===== src/rtl/mc_ctrl_pkg.sv =====
// Shared encodings for the multicycle control unit: states, opcodes and datapath mux selects.
package mc_ctrl_pkg;

   localparam int STATE_W = 4;

   typedef enum logic [STATE_W-1:0] {
      S_FETCH    = 4'd0,
      S_DECODE   = 4'd1,
      S_MEMADR   = 4'd2,
      S_MEMREAD  = 4'd3,
      S_MEMWB    = 4'd4,
      S_MEMWRITE = 4'd5,
      S_EXECR    = 4'd6,
      S_EXECI    = 4'd7,
      S_ALUWB    = 4'd8,
      S_BEQ      = 4'd9,
      S_JAL      = 4'd10,
      S_TRAP     = 4'd11
   } state_t;

   localparam logic [6:0] OP_LW  = 7'b0000011;
   localparam logic [6:0] OP_SW  = 7'b0100011;
   localparam logic [6:0] OP_R   = 7'b0110011;
   localparam logic [6:0] OP_I   = 7'b0010011;
   localparam logic [6:0] OP_BEQ = 7'b1100011;
   localparam logic [6:0] OP_JAL = 7'b1101111;

   localparam logic [1:0] RES_ALUOUT = 2'b00;
   localparam logic [1:0] RES_RDATA  = 2'b01;
   localparam logic [1:0] RES_ALU    = 2'b10;

   localparam logic [1:0] SRCA_PC    = 2'b00;
   localparam logic [1:0] SRCA_OLDPC = 2'b01;
   localparam logic [1:0] SRCA_RS1   = 2'b10;

   localparam logic [1:0] SRCB_RS2   = 2'b00;
   localparam logic [1:0] SRCB_IMM   = 2'b01;
   localparam logic [1:0] SRCB_FOUR  = 2'b10;

   localparam logic [1:0] ALUOP_ADD   = 2'b00;
   localparam logic [1:0] ALUOP_SUB   = 2'b01;
   localparam logic [1:0] ALUOP_FUNCT = 2'b10;

   localparam logic [1:0] IMM_I = 2'b00;
   localparam logic [1:0] IMM_S = 2'b01;
   localparam logic [1:0] IMM_B = 2'b10;
   localparam logic [1:0] IMM_J = 2'b11;

   typedef struct packed {
      logic ld;
      logic st;
      logic r;
      logic i;
      logic br;
      logic jal;
   } op_class_t;

endpackage


===== src/rtl/mc_control_fsm_if.sv =====
// Control bundle between the multicycle FSM (master) and the datapath (slave).
interface mc_control_fsm_if;

   logic [6:0] op;
   logic       zero;
   logic       mem_ready;
   logic       pc_write;
   logic       adr_src;
   logic       mem_write;
   logic       ir_write;
   logic [1:0] result_src;
   logic [1:0] alu_src_a;
   logic [1:0] alu_src_b;
   logic [1:0] alu_op;
   logic [1:0] imm_src;
   logic       reg_write;
   logic       instr_done;
   logic       illegal;

   modport master (
      input  op, zero, mem_ready,
      output pc_write, adr_src, mem_write, ir_write, result_src,
             alu_src_a, alu_src_b, alu_op, imm_src, reg_write,
             instr_done, illegal
   );

   modport slave (
      output op, zero, mem_ready,
      input  pc_write, adr_src, mem_write, ir_write, result_src,
             alu_src_a, alu_src_b, alu_op, imm_src, reg_write,
             instr_done, illegal
   );

endinterface


===== src/rtl/mc_op_class.sv =====
// Opcode classifier: one-hot instruction class, illegal flag and immediate format.
module mc_op_class
   import mc_ctrl_pkg::*;
(
   input  logic [6:0] op,
   output op_class_t  cls,
   output logic       illegal,
   output logic [1:0] imm_src
);

   always_comb begin
      cls     = '0;
      imm_src = IMM_I;
      case (op)
         OP_LW:  cls.ld = 1'b1;
         OP_SW:  begin cls.st = 1'b1;  imm_src = IMM_S; end
         OP_R:   cls.r = 1'b1;
         OP_I:   cls.i = 1'b1;
         OP_BEQ: begin cls.br = 1'b1;  imm_src = IMM_B; end
         OP_JAL: begin cls.jal = 1'b1; imm_src = IMM_J; end
         default: cls = '0;
      endcase
      illegal = ~|cls;
   end

endmodule


===== src/rtl/mc_control_fsm.sv =====
// Multicycle RV32I-subset control FSM (lw, sw, R, I, beq, jal).
// Define MC_MEM_WAIT_EN to stall FETCH/MEMREAD/MEMWRITE on mem_ready.
module mc_control_fsm
   import mc_ctrl_pkg::*;
#(
   parameter int STATE_W = 4
) (
   input  logic          clk,
   input  logic          reset,
   mc_control_fsm_if.master bus
);

   logic [STATE_W-1:0] state_q;
   state_t             state;
   state_t             state_next;
   op_class_t          cls;
   logic               illegal_op;
   logic               pc_update;
   logic               branch;
   logic               mem_ok;

   mc_op_class u_op_class (
      .op      (bus.op),
      .cls     (cls),
      .illegal (illegal_op),
      .imm_src (bus.imm_src)
   );

`ifdef MC_MEM_WAIT_EN
   assign mem_ok = bus.mem_ready;
`else
   logic unused_mem_ready;
   assign unused_mem_ready = bus.mem_ready;
   assign mem_ok           = 1'b1;
`endif

   assign state = state_t'(state_q);

   always_ff @(posedge clk) begin
      if (reset) state_q <= STATE_W'(S_FETCH);
      else       state_q <= STATE_W'(state_next);
   end

   always_comb begin
      state_next     = state;
      pc_update      = 1'b0;
      branch         = 1'b0;
      bus.adr_src    = 1'b0;
      bus.mem_write  = 1'b0;
      bus.ir_write   = 1'b0;
      bus.result_src = RES_ALUOUT;
      bus.alu_src_a  = SRCA_PC;
      bus.alu_src_b  = SRCB_RS2;
      bus.alu_op     = ALUOP_ADD;
      bus.reg_write  = 1'b0;
      bus.instr_done = 1'b0;
      bus.illegal    = 1'b0;

      case (state)
         S_FETCH: begin
            bus.ir_write   = mem_ok;
            bus.alu_src_b  = SRCB_FOUR;
            bus.result_src = RES_ALU;
            pc_update      = mem_ok;
            if (mem_ok) state_next = S_DECODE;
         end
         S_DECODE: begin
            bus.alu_src_a = SRCA_OLDPC;
            bus.alu_src_b = SRCB_IMM;
            if (illegal_op)          state_next = S_TRAP;
            else if (cls.ld | cls.st) state_next = S_MEMADR;
            else if (cls.r)           state_next = S_EXECR;
            else if (cls.i)           state_next = S_EXECI;
            else if (cls.br)          state_next = S_BEQ;
            else                      state_next = S_JAL;
         end
         S_MEMADR: begin
            bus.alu_src_a = SRCA_RS1;
            bus.alu_src_b = SRCB_IMM;
            // op must stay a load/store here; anything else is an IR corruption.
            if (cls.ld)      state_next = S_MEMREAD;
            else if (cls.st) state_next = S_MEMWRITE;
            else             state_next = S_TRAP;
         end
         S_MEMREAD: begin
            bus.adr_src = 1'b1;
            if (mem_ok) state_next = S_MEMWB;
         end
         S_MEMWB: begin
            bus.result_src = RES_RDATA;
            bus.reg_write  = 1'b1;
            bus.instr_done = 1'b1;
            state_next     = S_FETCH;
         end
         S_MEMWRITE: begin
            bus.adr_src    = 1'b1;
            bus.mem_write  = 1'b1;
            bus.instr_done = mem_ok;
            if (mem_ok) state_next = S_FETCH;
         end
         S_EXECR: begin
            bus.alu_src_a = SRCA_RS1;
            bus.alu_op    = ALUOP_FUNCT;
            state_next    = S_ALUWB;
         end
         S_EXECI: begin
            bus.alu_src_a = SRCA_RS1;
            bus.alu_src_b = SRCB_IMM;
            bus.alu_op    = ALUOP_FUNCT;
            state_next    = S_ALUWB;
         end
         S_ALUWB: begin
            bus.reg_write  = 1'b1;
            bus.instr_done = 1'b1;
            state_next     = S_FETCH;
         end
         S_BEQ: begin
            bus.alu_src_a  = SRCA_RS1;
            bus.alu_op     = ALUOP_SUB;
            branch         = 1'b1;
            bus.instr_done = 1'b1;
            state_next     = S_FETCH;
         end
         S_JAL: begin
            bus.alu_src_a = SRCA_OLDPC;
            bus.alu_src_b = SRCB_FOUR;
            pc_update     = 1'b1;
            state_next    = S_ALUWB;
         end
         S_TRAP: begin
            bus.illegal = 1'b1;
         end
         default: state_next = S_TRAP;
      endcase

      bus.pc_write = pc_update | (branch & bus.zero);

      // Reset shows FETCH selects but suppresses every write strobe.
      if (reset) begin
         state_next     = S_FETCH;
         bus.pc_write   = 1'b0;
         bus.adr_src    = 1'b0;
         bus.mem_write  = 1'b0;
         bus.ir_write   = 1'b0;
         bus.result_src = RES_ALU;
         bus.alu_src_a  = SRCA_PC;
         bus.alu_src_b  = SRCB_FOUR;
         bus.alu_op     = ALUOP_ADD;
         bus.reg_write  = 1'b0;
         bus.instr_done = 1'b0;
         bus.illegal    = 1'b0;
      end
   end

endmodule

===== src/flat_wrapper.sv =====
// flat-port wrapper written by rule: the top's interface ports become plain ports
module mc_control_fsm_flat import mc_ctrl_pkg::*;
#(
   parameter int STATE_W = 4
)
  (clk, reset, bus_op, bus_zero, bus_mem_ready, bus_pc_write, bus_adr_src, bus_mem_write, bus_ir_write, bus_result_src, bus_alu_src_a, bus_alu_src_b, bus_alu_op, bus_imm_src, bus_reg_write, bus_instr_done, bus_illegal);
  mc_control_fsm_if bus_i ();
  input  logic clk;
  input  logic reset;
  input wire logic [$bits(bus_i.op)-1:0] bus_op;
  input wire logic [$bits(bus_i.zero)-1:0] bus_zero;
  input wire logic [$bits(bus_i.mem_ready)-1:0] bus_mem_ready;
  output wire logic [$bits(bus_i.pc_write)-1:0] bus_pc_write;
  output wire logic [$bits(bus_i.adr_src)-1:0] bus_adr_src;
  output wire logic [$bits(bus_i.mem_write)-1:0] bus_mem_write;
  output wire logic [$bits(bus_i.ir_write)-1:0] bus_ir_write;
  output wire logic [$bits(bus_i.result_src)-1:0] bus_result_src;
  output wire logic [$bits(bus_i.alu_src_a)-1:0] bus_alu_src_a;
  output wire logic [$bits(bus_i.alu_src_b)-1:0] bus_alu_src_b;
  output wire logic [$bits(bus_i.alu_op)-1:0] bus_alu_op;
  output wire logic [$bits(bus_i.imm_src)-1:0] bus_imm_src;
  output wire logic [$bits(bus_i.reg_write)-1:0] bus_reg_write;
  output wire logic [$bits(bus_i.instr_done)-1:0] bus_instr_done;
  output wire logic [$bits(bus_i.illegal)-1:0] bus_illegal;
  assign bus_i.op = bus_op;
  assign bus_i.zero = bus_zero;
  assign bus_i.mem_ready = bus_mem_ready;
  assign bus_pc_write = bus_i.pc_write;
  assign bus_adr_src = bus_i.adr_src;
  assign bus_mem_write = bus_i.mem_write;
  assign bus_ir_write = bus_i.ir_write;
  assign bus_result_src = bus_i.result_src;
  assign bus_alu_src_a = bus_i.alu_src_a;
  assign bus_alu_src_b = bus_i.alu_src_b;
  assign bus_alu_op = bus_i.alu_op;
  assign bus_imm_src = bus_i.imm_src;
  assign bus_reg_write = bus_i.reg_write;
  assign bus_instr_done = bus_i.instr_done;
  assign bus_illegal = bus_i.illegal;
  mc_control_fsm #(.STATE_W(STATE_W)) u_core (.clk(clk), .reset(reset), .bus(bus_i));
endmodule

===== config.mk =====
export PLATFORM = sky130hd
export DESIGN_NAME = mc_control_fsm_flat
export DESIGN_NICKNAME = d
export VERILOG_FILES = /design/src/rtl/mc_ctrl_pkg.sv /design/src/rtl/mc_control_fsm_if.sv /design/src/rtl/mc_op_class.sv /design/src/rtl/mc_control_fsm.sv /design/src/flat_wrapper.sv
export SDC_FILE = /design/constraint.sdc
export NUM_CORES = 1
export LEC_CHECK = 0
export BUFFER_PORTS_ARGS = -buffer_cell sky130_fd_sc_hd__buf_2
export CAP_MARGIN = 20
export CORE_MARGIN = 3
export CORE_UTILIZATION = 45
export CTS_CLUSTER_DIAMETER = 50
export DETAILED_ROUTE_END_ITERATION = 10
export GPL_ROUTABILITY_DRIVEN = 0
export GPL_TIMING_DRIVEN = 0
export PLACE_DENSITY_LB_ADDON = 0.25
export SYNTH_ARGS = -nofsm -noshare
export SYNTH_HDL_FRONTEND = slang
export SYNTH_HIERARCHICAL = 1
export SYNTH_SLANG_ARGS = --single-unit

===== constraint.sdc =====
create_clock -name clk -period 2.5 [get_ports clk]
set_input_delay 0.5 -clock clk [delete_from_list [all_inputs] [get_ports clk]]
set_output_delay 0.5 -clock clk [all_outputs]
set_load 0.02 [all_outputs]

==> metrics.txt, run 1 <==
status finished clean; largest fanout on the critical path 8; Area growth, synth to finish 26.25%; CTS tree built; hold path startpoint reset; pin count of the biggest net entering global routing 11; synthesized instance count 87; H-Tree Depth 1; IO Port Bufs 26; Syn Area/Cell 7.507 um2; Clock Path Buffers 2; mapped cell area 653.1 um2; I/O Pins 28; layout cells sized above 1 37.07%; crit path kind register to primary output; Setup Fix Bufs, Post-CTS 0; Net Count, Synth 98; reg2reg start u_core/state[0]$_SDFFE_PP0P_; max_slew headroom 69.33%; leakage 0.3798 nW; Antenna diodes 0; Tot GR Track Use 19.38%; Crit path required time 2.00 ns; max reg flops 4; root buffer cell clkbuf_4; commonest non-fill, non-tap cell in the layout buf_2; RSZ-0062 raised after global routing no; Achievable Freq 491.0 MHz; Slew Limit Fails 0; Hold WC Path Type input pin to register; Max VDD drop 0.0003385 V; Worst R2R Path Depth 3; Sink Count 4; Initial DRT Pass Iterations 4; DIE WIDTH 44.10 um; total CTS buffers 3; Final period util 81.47%; crit path capture type primary output; gr ovfl total 0; R2R Setup Slk 1.16 ns; final critical-path required period 2.037 ns; ANT nets after route 0; via/cell ratio 5.695; Hold Crit Depth 3; Hold-fix buffers, CTS 0; Worst Max-Slew Pin Slew 0.4600 ns; drt initial violations 10; setup_tns 0 ns; DRT Wirelength 1704 um; Rows 13; Yosys Warn Count 6; max-cap violations 0; die area 1944 um2; CP Data Arrival Time 1.54 ns; Die H 44.10 um; Critical Path Source u_core/state[1]$_SDFFE_PP0P_; post-DR wirelength/cell 13.01 um; Reg clk slew, reported paths 0.04 ns; vias in the first global route 686; Residual DRC 0; antenna violations before repair 0; reg2reg end u_core/state[2]$_SDFFE_PP0P_; power per standard cell area 686.6 nW/um2; clk_lat worst skew 0.23 ns; # fillers 127; commonest non-fill, non-tap cells in the layout buf_2, nor3_1, nor2_1, nand2_1; vias post-DR 746; # resized after CTS 0; first-pass GRT wire length 2918 um; core area 1334 um2; startpoint class of the critical path register; final hold slack 0.6593 ns; final-report hold violation count 0; nets 129; Setup Viol. Count Final 0; WHS Endpoint u_core/state[0]$_SDFFE_PP0P_; Initial Util 48.97%; clk_skew 0.002679 ns; hpwl dp 1319 um
[worst max-delay path: stages (launching register included)]
cell      delay [ns]
dfxtp_1         0.30
buf_6           0.13
nor2b_1         0.17
or3_1           0.34
a211oi_2        0.17
buf_2           0.19
[power by group]
part / total, mW / switching [mW] / internal, mW
logic: 0.387 / 0.225 / 0.161
clock network: 0.0782 / 0.0246 / 0.0536
registers: 0.101 / 0.0212 / 0.0802
[final cells by class]
cell class                      instances  area, um2  share of cell area (%)
Inverter                                5      18.77                   2.276
Multi-Input combinational cell         70      493.0                   59.79
Buffer                                  8      61.31                   7.436
Sequential cell                         4      80.08                   9.712
Tap cell                               15      18.77                   2.276
Clock buffer                            3      22.52                   2.731
Timing Repair Buffer                   26      130.1                   15.78
[worst max path at each step]
stage,slack (ns),end,cells past startpoint
3_5_place_dp,0.24,u_core/state[1]$_SDFFE_PP0P_,7
5_1_grt,0.29,u_core/state[2]$_SDFFE_PP0P_,7
3_3_place_gp,0.22,u_core/state[1]$_SDFFE_PP0P_,7
6_report,0.46,bus_pc_write,5
2_1_floorplan,0.43,u_core/state[1]$_SDFFE_PP0P_,6
4_1_cts,0.45,bus_pc_write,5
[per-stage QoR]
step / util (%) / total power, mW / worst slack, ns / cell area [um2] / std cells
CTS: 61.82 / 0.5673 / 0.4510 / 824.5 / 131
global route: 61.82 / 0.6110 / 0.2908 / 824.5 / 131
finish: 61.82 / 0.5661 / 0.4632 / 824.5 / 131
detailed placement: 60.13 / 0.4858 / 0.2418 / 802.0 / 128
floorplan: - / 0.3911 / 0.4337 / 653.1 / 87
global placement: 60.13 / 0.4774 / 0.2150 / 802.0 / 128
[routing by layer]
metal | vias to the layer above | track usage, % | share of wire, %
met1 | 345 | 25.86 | 47
met2 | 14 | 32.27 | 49
met3 | 0 | 1.626 | 3.9
li1 | 387 | - | -
met4 | 0 | 7.229 | 0
met5 | - | 0 | 0
(Power assumes the default switching activity.)
==> run 2: changes to the inputs <==
==> constraint.sdc (replaced) <==
create_clock -name clk -period 1.9 [get_ports clk]
set_input_delay 0.38 -clock clk [delete_from_list [all_inputs] [get_ports clk]]
set_output_delay 0.38 -clock clk [all_outputs]
set_load 0.02 [all_outputs]
==> run 2 against run 1 <==
Net effect:
- die area unchanged
- register-to-register slack worse by 0.65 ns
- design area grew 12%
- clock skew rose by 0.0043 ns
- via count increased by 5.6%
- clock power up 32%
- non-clock buffer count rose by 3
- worst hold slack got worse by 0.13 ns
- sequential share of layout area decreased by 0.078 points
- sequential cell count stayed put
- highest routed layer unchanged
==> metrics.txt, run 2 (synthesis gave the netlist of run 1 again) <==
Total Power 0.8337 mW; R2R Setup Slk 0.51 ns; startpoint class of the critical path register; leakage 0.4098 nW; CP Data Arrival Time 1.45 ns; nets 132; clk_lat worst skew 0.23 ns; Clock Path Buffers 2; Initial Util 48.97%; clk_skew 0.007019 ns; ANT nets after route 0; Final period util 96.47%; Slew Limit Fails 0; # fillers 114; max_slew headroom 68.59%; max-cap violations 0; power per standard cell area 904.1 nW/um2; gr ovfl total 0; crit path capture type primary output; Worst R2R Path Depth 4; die area 1944 um2; pin count of the biggest net entering global routing 11; CP Cell Sequence nor2b_4 -> or3_4 -> a211oi_2 -> buf_4; commonest non-fill, non-tap cells in the layout buf_2, buf_4, nor3_1, nand2_1, nor2_1; layout cells sized above 1 47.90%; reg2reg start u_core/state[2]$_SDFFE_PP0P_; setup_tns 0 ns; CP peak stage delay 0.37 ns; H-Tree Depth 1; Crit-path slowest cell dfxtp_4; Residual DRC 0; Worst Max-Slew Pin Slew 0.4673 ns; Setup Viol. Count Final 0; crit path kind register to primary output; Reg clk slew, reported paths 0.04 ns; max reg flops 4; Achievable Freq 545.6 MHz; Hold-fix buffers, CTS 0; DIE WIDTH 44.10 um; Hold WC Path Type input pin to register; Rows 13; CTS tree built; CP Capture Point bus_pc_write; critical path depth 4; vias post-DR 788; Initial DRT Pass Iterations 4; Die H 44.10 um; vias in the first global route 664; Crit path required time 1.52 ns; root buffer cell clkbuf_4; IO Port Bufs 26; via/cell ratio 5.881; Tot GR Track Use 19.16%; commonest non-fill, non-tap cell in the layout buf_2; final critical-path required period 1.833 ns; reg2reg end u_core/state[2]$_SDFFE_PP0P_; post-DR wirelength/cell 12.98 um; final-report hold violation count 0; largest fanout on the critical path 7; Max VDD drop 0.0003495 V; Critical Path Source u_core/state[3]$_SDFFE_PP0P_; drt initial violations 12; DRT Wirelength 1739 um; antenna violations before repair 0; Sink Count 4; total CTS buffers 3; Area growth, synth to finish 41.19%; first-pass GRT wire length 2863 um; Largest delay share family, worst path simple AND/OR/NAND/NOR gates; Antenna diodes 0; status finished clean; Buf/Inv on CP 1; I/O Pins 28; core area 1334 um2; hpwl dp 1284 um
-- run 2: how the worst min path moves through the flow --
stage | startpoint | to | slack, ns | cells after the start
2_1_floorplan | reset | u_core/state[0]$_SDFFE_PP0P_ | 0.56 | 2
3_3_place_gp | u_core/state[1]$_SDFFE_PP0P_ | u_core/state[1]$_SDFFE_PP0P_ | 0.67 | 4
3_5_place_dp | u_core/state[1]$_SDFFE_PP0P_ | u_core/state[1]$_SDFFE_PP0P_ | 0.69 | 4
4_1_cts | reset | u_core/state[0]$_SDFFE_PP0P_ | 0.50 | 3
5_1_grt | reset | u_core/state[0]$_SDFFE_PP0P_ | 0.53 | 3
6_report | reset | u_core/state[0]$_SDFFE_PP0P_ | 0.53 | 3
-- run 2: area by class of cell --
| cell class | count | area, um2 | share of cell area (%) |
|---|---|---|---|
| Multi-Input combinational cell | 70 | 554.3 | 60.11 |
| Timing Repair Buffer | 30 | 162.7 | 17.64 |
| Sequential cell | 4 | 88.84 | 9.634 |
| Buffer | 7 | 56.30 | 6.106 |
| Clock buffer | 3 | 22.52 | 2.442 |
| Inverter | 5 | 18.77 | 2.035 |
| Tap cell | 15 | 18.77 | 2.035 |
-- run 2: worst register-to-register path, stage by stage (launching register included) --
cell and delay, ns:
dfxtp_1 0.29, buf_4 0.16, nor4b_2 0.48, nor3b_2 0.25, o211a_1 0.16
-- run 2: metrics by stage --
stage                     hold slack (ns)  setup WS [ns]  std cells  area, um2  util (%)
after floorplan                    0.5617       0.006295         87      665.6         -
after global placement             0.6696        -0.2162        128      814.5     61.07
after detailed placement           0.6894        -0.2393        128      814.5     61.07
after CTS                          0.5028       0.006825        132      878.3     65.85
after global routing               0.5256      -0.002660        134      922.1     69.14
final                              0.5252        0.06699        134      922.1     69.14
-- run 2: metal layers --
layer | wire length (um) | GRT usage, %
met1 | 710 | 22.52
met2 | 905 | 34.88
met3 | 123 | 3.659
met4 | 0 | 5.422
met5 | 0 | 0
-- run 2: report_power, final --
group	internal (mW)	total, mW	switching, mW
registers	0.114	0.159	0.0445
clock network	0.0705	0.103	0.0329
logic	0.268	0.571	0.304
-- run 2: repair_timing --
item,CTS,global route
gates resized for setup,11,7
hold endpoints to repair,0,0
gates cloned,0,0
endpoints found under the setup margin,3,5
setup buffers,2,2
pin swaps,2,4
==> run 3: changes to the inputs <==
--- a/config.mk
+++ b/config.mk
@@ -5,7 +5,7 @@
 export SDC_FILE = /design/constraint.sdc
 export NUM_CORES = 1
 export LEC_CHECK = 0
-export BUFFER_PORTS_ARGS = -buffer_cell sky130_fd_sc_hd__buf_2
+export BUFFER_PORTS_ARGS = -buffer_cell sky130_fd_sc_hd__clkbuf_2
 export CAP_MARGIN = 20
 export CORE_MARGIN = 3
 export CORE_UTILIZATION = 45
==> run 3 against run 2 <==
Net effect:
- first-iteration DRC count grew 58%
- worst hold slack lost 0.0066 ns
- clock skew shrank 0.0015 ns
- via count shrank 1.5%
- setup slack lost 0.014 ns
- routed wire length shrank 1.2%
- sequential share of layout area shrank 0.052 points
- count of clock-buffer cells in the layout is the same
- non-clock buffer count grew 2
- combinational power is essentially flat
- critical endpoint is now u_core/state[1]$_SDFFE_PP0P_
==> metrics.txt, run 3 (synthesis gave the netlist of run 1 again) <==
max_slew headroom 66.51%; Hold-fix buffers, CTS 0; IO Port Bufs 26; root buffer cell clkbuf_4; leakage 0.4085 nW; DRT Wirelength 1718 um; nets 134; Reg clk slew, reported paths 0.04 ns; final setup margin 0.05327 ns; CP peak stage delay 0.42 ns; Residual DRC 0; Tot GR Track Use 19.06%; Max VDD drop 0.0003410 V; Clock Path Buffers 2; met3 usage 3.659%; via/cell ratio 5.706; Area growth, synth to finish 41.95%; commonest non-fill, non-tap cells in the layout clkbuf_2, buf_4, nor3_1, nand2_1, nor2_1; DIE WIDTH 44.10 um; # fillers 108; total CTS buffers 3; Worst Max-Slew Pin Slew 0.4983 ns; post-DR wirelength/cell 12.63 um; met1 usage 24.44%; gr ovfl total 0; CP Data Arrival Time 1.94 ns; Sink Count 4; final-report hold violation count 0; Initial Util 48.97%; clk_skew 0.005562 ns; ANT nets after route 0; antenna violations before repair 0; power per standard cell area 896.7 nW/um2; Total Power 0.8314 mW; crit path capture type register; CP Cell Sequence clkbuf_2 -> or3_1 -> buf_6 -> o32a_1 -> or3_4 -> o41ai_4 -> a31oi_1; Setup Viol. Count Final 0; dpl ws -0.2164 ns; Buf/Inv on CP 2; Final Core Density 69.51%; clk_lat worst skew 0.23 ns; Largest delay share family, worst path simple AND/OR/NAND/NOR gates; max-cap violations 0; Hold WC Path Type input pin to register; commonest non-fill, non-tap cell in the layout clkbuf_2; Antenna diodes 0; status finished clean; global route hottest layer met2; startpoint class of the critical path input pin; largest fanout on the critical path 6; I/O Pins 28; Die H 44.10 um; final hold slack 0.5187 ns; drt initial violations 19; Crit-path slowest cell or3_4; Achievable Freq 541.5 MHz; Crit path required time 2.00 ns; Rows 13; hpwl dp 1252 um; Initial DRT Pass Iterations 4; max reg flops 4; Final period util 97.20%; core area 1334 um2; Slew Limit Fails 0; die area 1944 um2; pin count of the biggest net entering global routing 11; vias post-DR 776; layout cells sized above 1 47.93%; crit path kind input pin to register; setup_tns 0 ns; met2 Use GR 34.01%; CTS tree built; R2R Setup Slk 0.52 ns; final critical-path required period 1.847 ns; H-Tree Depth 1; vias in the first global route 661; first-pass GRT wire length 2925 um
==> run 3: timing repair <==
action | in CTS | in global routing
endpoints found under the setup margin | 1 | 8
pin swaps | 2 | 2
gates resized for setup | 9 | 10
setup buffers | 4 | 2
==> run 3: worst min-delay path, delay by kind of cell <==
kind / cells / cell delay [ns]
buffers and inverters: 1 / 0.14
AO/OA/AOI/OAI: 1 / 0.12
AND/OR/NAND/NOR: 1 / 0.06
==> run 3: worst paths after layout <==
| path | from | to | cells after the start |
|---|---|---|---|
| setup / recovery | bus_op[3] | u_core/state[1]$_SDFFE_PP0P_ | 7 |
| hold / removal | reset | u_core/state[0]$_SDFFE_PP0P_ | 3 |
| setup reg to reg | u_core/state[2]$_SDFFE_PP0P_ | u_core/state[2]$_SDFFE_PP0P_ | 4 |
| hold reg to reg | u_core/state[3]$_SDFFE_PP0P_ | u_core/state[1]$_SDFFE_PP0P_ | 3 |
==> run 3: routing by layer <==
layer,share of wire (%),routed length (um),up-vias
li1,-,-,397
met4,0,0,0
met3,6.6,113,0
met5,0,0,-
met1,43,739,351
met2,50,865,28
==> run 3: power breakdown <==
part / internal [mW] / leakage [nW] / switching, mW
combinational: 0.269 / 0.360 / 0.305
clock: 0.0705 / 0.0138 / 0.0323
sequential: 0.114 / 0.0345 / 0.0411
==> run 3: final cells by class <==
class                      count  area (um2)  area share (%)
sequential                     4       88.84           9.582
timing repair buffer          32       177.7           19.16
multi-input combinational     70       548.0           59.11
buffer                         7       52.55           5.668
tap                           15       18.77           2.024
clock buffer                   3       22.52           2.429
inverter                       5       18.77           2.024
==> run 3: metrics by stage <==
step | std cells | area (um2)
detailed placement | 128 | 814.5
global placement | 128 | 814.5
floorplan | 87 | 665.6
finish | 136 | 927.1
CTS | 134 | 880.8
global route | 136 | 927.1
